$ cat src/rtl/freq_div_meter.sv
// freq_div_meter: measures period and high time of CLK_sig in CLK_in cycles,
// reports each full period with a VALID pulse, and flags LOCK once the period
// repeats LOCK_N times in a row. OVF flags a missing rising edge.
module freq_div_meter #(
    parameter int CNT_W  = 8,
    parameter int LOCK_N = 4
) (
    input  logic             CLK_in,
    input  logic             RST,
    input  logic             SYNC,
    input  logic             CLK_sig,
    output logic [CNT_W-1:0] PERIOD,
    output logic [CNT_W-1:0] HIGH,
    output logic             VALID,
    output logic             LOCK,
    output logic             OVF
);

    localparam int MCNT_W = (LOCK_N > 2) ? $clog2(LOCK_N) : 1;
    localparam logic [CNT_W-1:0]  CNT_MAX  = '1;
    localparam logic [MCNT_W-1:0] MCNT_MAX = MCNT_W'(LOCK_N - 1);

    typedef enum logic [1:0] {
        ST_SEEK  = 2'd0,
        ST_MEAS  = 2'd1,
        ST_TRACK = 2'd2
    } state_t;

    state_t            state_q, state_d;
    logic              s1_q, s1_d;
    logic              s2_q, s2_d;
    logic [CNT_W-1:0]  cnt_q, cnt_d;
    logic [CNT_W-1:0]  hcnt_q, hcnt_d;
    logic [MCNT_W-1:0] mcnt_q, mcnt_d;
    logic [CNT_W-1:0]  period_q, period_d;
    logic [CNT_W-1:0]  high_q, high_d;
    logic              valid_q, valid_d;
    logic              lock_q, lock_d;
    logic              ovf_q, ovf_d;
    // Set by the first report after reset; PERIOD is meaningful from then on,
    // so later matches compare against it even across SEEK re-arms.
    logic              have_prev_q, have_prev_d;

    logic              rise;
    logic [MCNT_W-1:0] mcnt_new;

    assign rise = s1_q & ~s2_q;

    // Next-state logic: edge detect, window counters, report/lock/overflow control
    always_comb begin
        state_d     = state_q;
        s1_d        = CLK_sig;
        s2_d        = s1_q;
        period_d    = period_q;
        high_d      = high_q;
        mcnt_d      = mcnt_q;
        lock_d      = lock_q;
        ovf_d       = ovf_q;
        have_prev_d = have_prev_q;
        valid_d     = 1'b0;
        mcnt_new    = '0;

        // Window counters restart on the rise cycle so they cover R .. R-1
        if (rise) begin
            cnt_d  = CNT_W'(1);
            hcnt_d = CNT_W'(1);
        end else begin
            cnt_d  = cnt_q + CNT_W'(1);
            hcnt_d = hcnt_q + CNT_W'(s1_q);
        end

        if (!SYNC) begin
            // Clear measurement; the edge detector keeps sampling and the
            // last report is retained.
            state_d = ST_SEEK;
            cnt_d   = '0;
            hcnt_d  = '0;
            mcnt_d  = '0;
            lock_d  = 1'b0;
            ovf_d   = 1'b0;
        end else begin
            case (state_q)
                ST_SEEK: begin
                    // First rise only opens a window; nothing to report yet
                    if (rise) begin
                        state_d = ST_MEAS;
                    end
                end
                ST_MEAS, ST_TRACK: begin
                    if (rise) begin
                        period_d    = cnt_q;
                        high_d      = hcnt_q;
                        valid_d     = 1'b1;
                        ovf_d       = 1'b0;
                        have_prev_d = 1'b1;
                        state_d     = ST_TRACK;
                        if (have_prev_q && (cnt_q == period_q)) begin
                            mcnt_new = (mcnt_q == MCNT_MAX) ? mcnt_q
                                                            : mcnt_q + MCNT_W'(1);
                        end else begin
                            mcnt_new = '0;
                        end
                        mcnt_d = mcnt_new;
                        lock_d = (mcnt_new == MCNT_MAX);
                    end else if (cnt_q == CNT_MAX) begin
                        // Counter would exceed its range: no edge in time
                        ovf_d   = 1'b1;
                        lock_d  = 1'b0;
                        mcnt_d  = '0;
                        state_d = ST_SEEK;
                    end
                end
                default: begin
                    state_d = ST_SEEK;
                end
            endcase
        end
    end

    // State registers with asynchronous active-low reset
    always_ff @(posedge CLK_in or negedge RST) begin
        if (!RST) begin
            state_q     <= ST_SEEK;
            s1_q        <= 1'b0;
            s2_q        <= 1'b0;
            cnt_q       <= '0;
            hcnt_q      <= '0;
            mcnt_q      <= '0;
            period_q    <= '0;
            high_q      <= '0;
            valid_q     <= 1'b0;
            lock_q      <= 1'b0;
            ovf_q       <= 1'b0;
            have_prev_q <= 1'b0;
        end else begin
            state_q     <= state_d;
            s1_q        <= s1_d;
            s2_q        <= s2_d;
            cnt_q       <= cnt_d;
            hcnt_q      <= hcnt_d;
            mcnt_q      <= mcnt_d;
            period_q    <= period_d;
            high_q      <= high_d;
            valid_q     <= valid_d;
            lock_q      <= lock_d;
            ovf_q       <= ovf_d;
            have_prev_q <= have_prev_d;
        end
    end

    assign PERIOD = period_q;
    assign HIGH   = high_q;
    assign VALID  = valid_q;
    assign LOCK   = lock_q;
    assign OVF    = ovf_q;

endmodule

$ cat config.mk
export PLATFORM = sky130hd
export DESIGN_NAME = freq_div_meter
export DESIGN_NICKNAME = d
export VERILOG_FILES = /design/src/rtl/freq_div_meter.sv
export SDC_FILE = /design/constraint.sdc
export NUM_CORES = 1
export LEC_CHECK = 0
export CAP_MARGIN = 40
export CORE_MARGIN = 3
export CORE_UTILIZATION = 42
export CTS_BUF_LIST = sky130_fd_sc_hd__clkbuf_16
export DETAILED_ROUTE_END_ITERATION = 10
export HOLD_SLACK_MARGIN = 0.12
export PLACE_DENSITY = 0.64
export REMOVE_ABC_BUFFERS = 1
export SKIP_LAST_GASP = 1
export SYNTH_ARGS = -nofsm -noshare
export SYNTH_HDL_FRONTEND = slang
export SYNTH_SLANG_ARGS = --single-unit
$ cat constraint.sdc
create_clock -name CLK_in -period 2 [get_ports CLK_in]
set_input_delay 0.2 -clock CLK_in [delete_from_list [all_inputs] [get_ports CLK_in]]
set_output_delay 0.2 -clock CLK_in [all_outputs]
set_load 0.005 [all_outputs]
==> results of run 1 <==
-- worst reg2reg max path: stages (launching register included) --
cell and delay (ps):
dfrtp_1 360, inv_1 60, ha_1 320, or2b_1 280, a21boi_1 160, o2bb2a_1 290
-- path summary, 6_finish.rpt --
kind | start | to | slack, ps | depth (start not counted)
worst max register to register | state_q[0] | OVF | 410 | 5
min in group asynchronous | RST | VALID | 510 | 3
worst max-delay path | state_q[0] | OVF | 410 | 5
max in group asynchronous | RST | PERIOD[2] | 1120 | 3
worst min-delay path | CLK_sig | s1_q | 360 | 1
worst min register to register | have_prev_q | have_prev_q | 460 | 1
-- power by group --
part	internal [uW]	leakage (uW)	total, uW	switching, uW
Clock	450	0.0000694	744	294
Combinational	105	0.000441	190	85.0
Sequential	894	0.000570	926	32.0
Total	1450	0.00108	1860	411
-- flip-flops by register name, indices dropped and copies added (netlist names) --
signal / cells
state_q: 2
s2_q: 1
PERIOD: 8
LOCK: 1
HIGH: 8
have_prev_q: 1
s1_q: 1
VALID: 1
hcnt_q: 8
cnt_q: 8
OVF: 1
mcnt_q: 2
-- per-stage QoR --
stage                     cell area (um2)  cells
after global routing                 2290    233
after floorplan                      1830    149
after global placement               2140    225
after CTS                            2290    233
after detailed placement             2140    225
final                                2290    233
-- per-layer routing --
metal	share of wire (%)	wire length (um)
met1	45	1500
met3	3.3	110
met2	50	1660
met5	0	0
met4	1.6	52
-- cell families (layout without fill, tap and decap cells) --
logic type                 count (synthesis)  in the layout  share of synthesized area, %
adders and majority gates                  5              5                          3.35
xor gates and xnor gates                  18             18                          8.45
muxes                                     16             16                          9.66
DFF                                       42             42                          56.3
buffers and inverters                      9             38                          2.55
AOI/OAI and AO/OA                         16             16                          5.84
and+or+nand+nor                           48             48                          13.8
-- area by class of cell --
cell class	count	area, um2
Multi-Input combinational cell	103	767
Clock inverter	2	10.0
Sequential cell	42	1050
Tap cell	50	62.6
Clock buffer	5	125
Inverter	4	15.0
Timing Repair Buffer	27	255
Fill cell	371	1860
-- what timing repair did --
item / CTS / global route
hold buffers: 1 / 0
hold endpoints to repair: 42 / 0
endpoints found under the setup margin: 0 / 0
-- layout by cell type (no fill, tap or decap), drive strengths merged, types with 2 or more instances in the layout --
cell type	netlist	routed
nand2b	2	2
and3	5	5
clkdlybuf4s50	0	21
buf	4	5
nand4	2	2
and2	2	2
nand2	8	8
dfrtp	42	42
xor2	11	11
ha	5	5
a21boi	2	2
mux2	16	16
inv	4	4
clkbuf	1	5
a21oi	5	5
xnor2	7	7
o21ai	3	3
nand3	9	9
clkinv	0	2
or3	2	2
nor2	11	11
==> flow_metrics.tcl, run 1 <==
set metrics [dict create \
    synth-seq-cells 42 \
    ys_warn_count 0 \
    path_clk_slew_ps 60 \
    yosysMostFrequentCell "dfrtp_1" \
    grt_remaining_overflow 0 \
    drt_iter0_drc 98 \
    grt_pass1_wl_um 6110 \
    track_usage_pct 14.9 \
    cts_sinks 42 \
    hold_path.class "in -> reg" \
    crit_family "compound AO/OA/AOI/OAI gates" \
    avgSynthCellArea_um2 12.1 \
    path_cells "inv_1, ha_1, or2b_1, a21boi_1, o2bb2a_1" \
    pre_cts_ws_ps 234 \
    crit_arrival_ps 1750 \
    htreeDepth 2 \
    die_width_um 72.6 \
    hold_ws_ps 361 \
    critPathMaxStageDelay_ps 360 \
    yosys.area.top_type "dfrtp_1" \
    grt-busiest-layer "met2" \
    syn_inst 154 \
    grt_pass1_vias 1310 \
    antenna_found_initial 0 \
    cts_tree "done" \
    async_reset_ff_share_pct 100 \
    cts-resized-gates 0 \
    layout_setup_ws_ps 409 \
    setup_violations 0 \
    met1_usage_pct 18.8 \
    fmax_mhz 628 \
    critical_path_required_ps 2160 \
    initial_core_util_pct 45.0 \
    port_buffers 22 \
    skew_ps 4.62 \
    start_kind "flip-flop" \
    worstPathMaxFanout 5 \
    area_growth_pct 22.5 \
    diodes 0 \
    insertion_delay_ps 280 \
    grt_use_met2_pct 24.3 \
    grt_max_degree 43 \
    final.setup.tns_ps 0 \
    finalPower_uw 1860 \
    synthesis.area_um2 1870 \
    synthTopCellsByCount "dfrtp_1 (42), mux2_2 (16), nor2_1 (11), xor2_1 (11), nand3_1 (9)" \
    core_area_um2 4140 \
    cpMaxStageDelayCell "dfrtp_1" \
    use_met3_pct 3.44 \
    ys.flop_type "dfrtp_1" \
    period_minus_slack_ps 1590 \
    drc 0 \
    vias 1225 \
    cp_num_buf_inv 1 \
    ir_drop_uv 503 \
    pin_count 23 \
    netlist.area_leader.share_pct 56.3 \
    hold_viol 0 \
    finalCritPeriodShare_pct 79.6 \
    maxCapViolCount 0 \
    end_kind "flip-flop" \
    ctsRootBufferMaster "clkbuf_16" \
    detail_route.wl_per_cell_um 14.3 \
    drv_slew 0 \
    clock_path_buffers 2 \
    power_density_nw_per_um2 814 \
    synth_edf_count 0 \
    cts_setup_buffers 0 \
    wl_um 3320 \
    synth.distinct_cells 37 \
    viasPerCell 5.26 \
    synth-seq-area-share_pct 56.3 \
    ant_nets 0 \
    leakagePower_uw 0.00108 \
    outcome "finished clean" \
    rsz0062_at_grt "no" \
    fin_util_pct 55.2 \
    dp_hpwl_um 2330 \
    fin_nets 192 \
    tightestPinTransition_ps 521 \
    slew-limit-headroom_pct 65.2 \
    die_y_um 72.6 \
    rows 23 \
    dr.pass1.iters 4 \
    cts_made_buffers 5 \
    die-area_um2 5280 \
    ys_top_cells_by_area "dfrtp_1 (56%), mux2_2 (9.7%), xor2_1 (5.2%)" \
    layout-drive-gt1-share_pct 16.4 \
    routabilityCongestion 0.746 \
    worstSetupPathType "reg -> reg" \
]
(Power assumes the default switching activity.)
==> run 2, diff against run 1 <==
clock period = 1.6 ns   (was 2 ns; I/O delays follow)
==> flow_metrics.tcl, run 2 (synthesis gave the netlist of run 1 again) <==
set metrics [dict create \
    initial_core_util_pct 45.0 \
    vias 1235 \
    maxCapViolCount 0 \
    track_usage_pct 15.0 \
    r2r_start "state_q[0]" \
    ant_nets 0 \
    diodes 0 \
    holdCritStartpoint "CLK_sig" \
    mostFrequentLayoutCells "dfrtp_1 (42), clkdlybuf4s50_1 (21), mux2_2 (16)" \
    insertion_delay_ps 280 \
    cp_num_buf_inv 1 \
    routabilityCongestion 0.814 \
    fin_util_pct 56.6 \
    cts_sinks 42 \
    core_area_um2 4140 \
    cpMaxStageDelayCell "dfrtp_1" \
    hold_path.class "in -> reg" \
    ir_drop_uv 767 \
    viasPerCell 5.19 \
    rsz0062_at_grt "yes" \
    die_y_um 72.6 \
    dr.pass1.iters 4 \
    grt_max_degree 43 \
    setup_violations 0 \
    fin_cells 238 \
    detail_route.wl_per_cell_um 14.7 \
    crit_arrival_ps 1670 \
    path_cells "inv_1, ha_4, or2b_1, a21boi_1, o2bb2a_1" \
    final_common_cell "dfrtp_1" \
    hold_viol 0 \
    layout-drive-gt1-share_pct 18.1 \
    worstRegToRegCells 5 \
    crit_start "state_q[0]" \
    outcome "finished clean" \
    grt_pass1_wl_um 5950 \
    path_clk_slew_ps 60 \
    fin_nets 196 \
    end_kind "flip-flop" \
    finalCritPeriodShare_pct 94.3 \
    die-area_um2 5280 \
    period_minus_slack_ps 1510 \
    start_kind "flip-flop" \
    tightestPinTransition_ps 329 \
    slew-limit-headroom_pct 77.8 \
    drt_iter0_drc 80 \
    skew_ps 4.93 \
    dp_hpwl_um 2370 \
    worstSetupPathType "reg -> reg" \
    worstPathMaxFanout 3 \
    drc 0 \
    critPathMaxStageDelay_ps 380 \
    drv_slew 0 \
    antenna_found_initial 0 \
    critical_path_required_ps 1760 \
    crit_family "compound AO/OA/AOI/OAI gates" \
    cts_made_buffers 5 \
    grt_remaining_overflow 0 \
    hold_depth 1 \
    port_buffers 22 \
    grt_pass1_vias 1253 \
    area_growth_pct 25.7 \
    cts_tree "done" \
    leakagePower_uw 0.00110 \
    clock_path_buffers 2 \
    die_width_um 72.6 \
    fmax_mhz 663 \
    rrSetupSlack_ps 90 \
    fillCellCount 357 \
    rows 23 \
    hold_path_end "s1_q" \
    wl_um 3490 \
    ctsRootBufferMaster "clkbuf_16" \
    htreeDepth 2 \
    dp.cells 228 \
    pin_count 23 \
    power_density_nw_per_um2 1000 \
    reg2reg_to "OVF" \
]
==> run 2: changes by cell type in the layout (fill, tap and decap cells not counted) <==
cell      delta
buf_4        +3
clkinv_1     +3
clkinv_2     -2
ha_1         -2
buf_12       +1
ha_2         +1
ha_4         +1
==> run 2: report_power, final <==
group          switching [uW]  internal, uW
combinational             112           146
clock                     379           561
sequential               39.6          1120
total                     531          1820
==> run 2: final cells by class <==
type	instances	area [um2]	share of cell area (%)
inverters	4	15.0	0.640
clock inverters	3	11.3	0.480
clock buffers	5	125	5.34
well taps	50	62.6	2.67
flip-flops and latches	42	1050	44.8
multi-input cells	103	782	33.4
repair buffers	31	298	12.7
==> run 2: per-stage QoR <==
| step | setup WS [ps] | power [uW] | hold slack, ps | setup TNS [ps] | cell area, um2 |
|---|---|---|---|---|---|
| after floorplan | -22.9 | 1290 | -136 | -367 | 1830 |
| after global placement | 65.4 | 1420 | 149 | 0 | 2180 |
| after detailed placement | 13.3 | 1430 | 150 | 0 | 2180 |
| after CTS | 60.4 | 2380 | 310 | 0 | 2320 |
| after global routing | -16.0 | 2470 | 327 | -16.0 | 2340 |
| final | 90.8 | 2360 | 316 | 0 | 2340 |
==> run 2: per-layer routing <==
metal	part of all wire [%]	routed length (um)	GRT usage, %
met1	45	1580	19.8
met2	49	1700	22.4
met3	4.3	151	5.23
met4	1.8	63	6.35
met5	0	0	0
==> run 2: how the worst max path moves through the flow <==
stage                           end  slack [ps]  cells past startpoint
after CTS                       OVF          60                      5
after global routing      mcnt_q[1]         -20                      5
after floorplan             HIGH[0]         -20                      4
after detailed placement        OVF          10                      5
final                           OVF          90                      5
after global placement          OVF          70                      5
==> run 2: what timing repair did <==
action / 4_1_cts / 5_1_grt
endpoints found under the setup margin: 0 / 2
endpoints found under the hold margin: 42 / 0
setup buffers: 0 / 1
gates resized for setup: 0 / 2
hold buffers: 1 / 0
==> run 2: worst reg2reg max path, stage by stage, from the launching register on <==
cell and delay (ps):
dfrtp_1 380, inv_1 120, ha_4 220, or2b_1 230, a21boi_1 150, o2bb2a_1 300
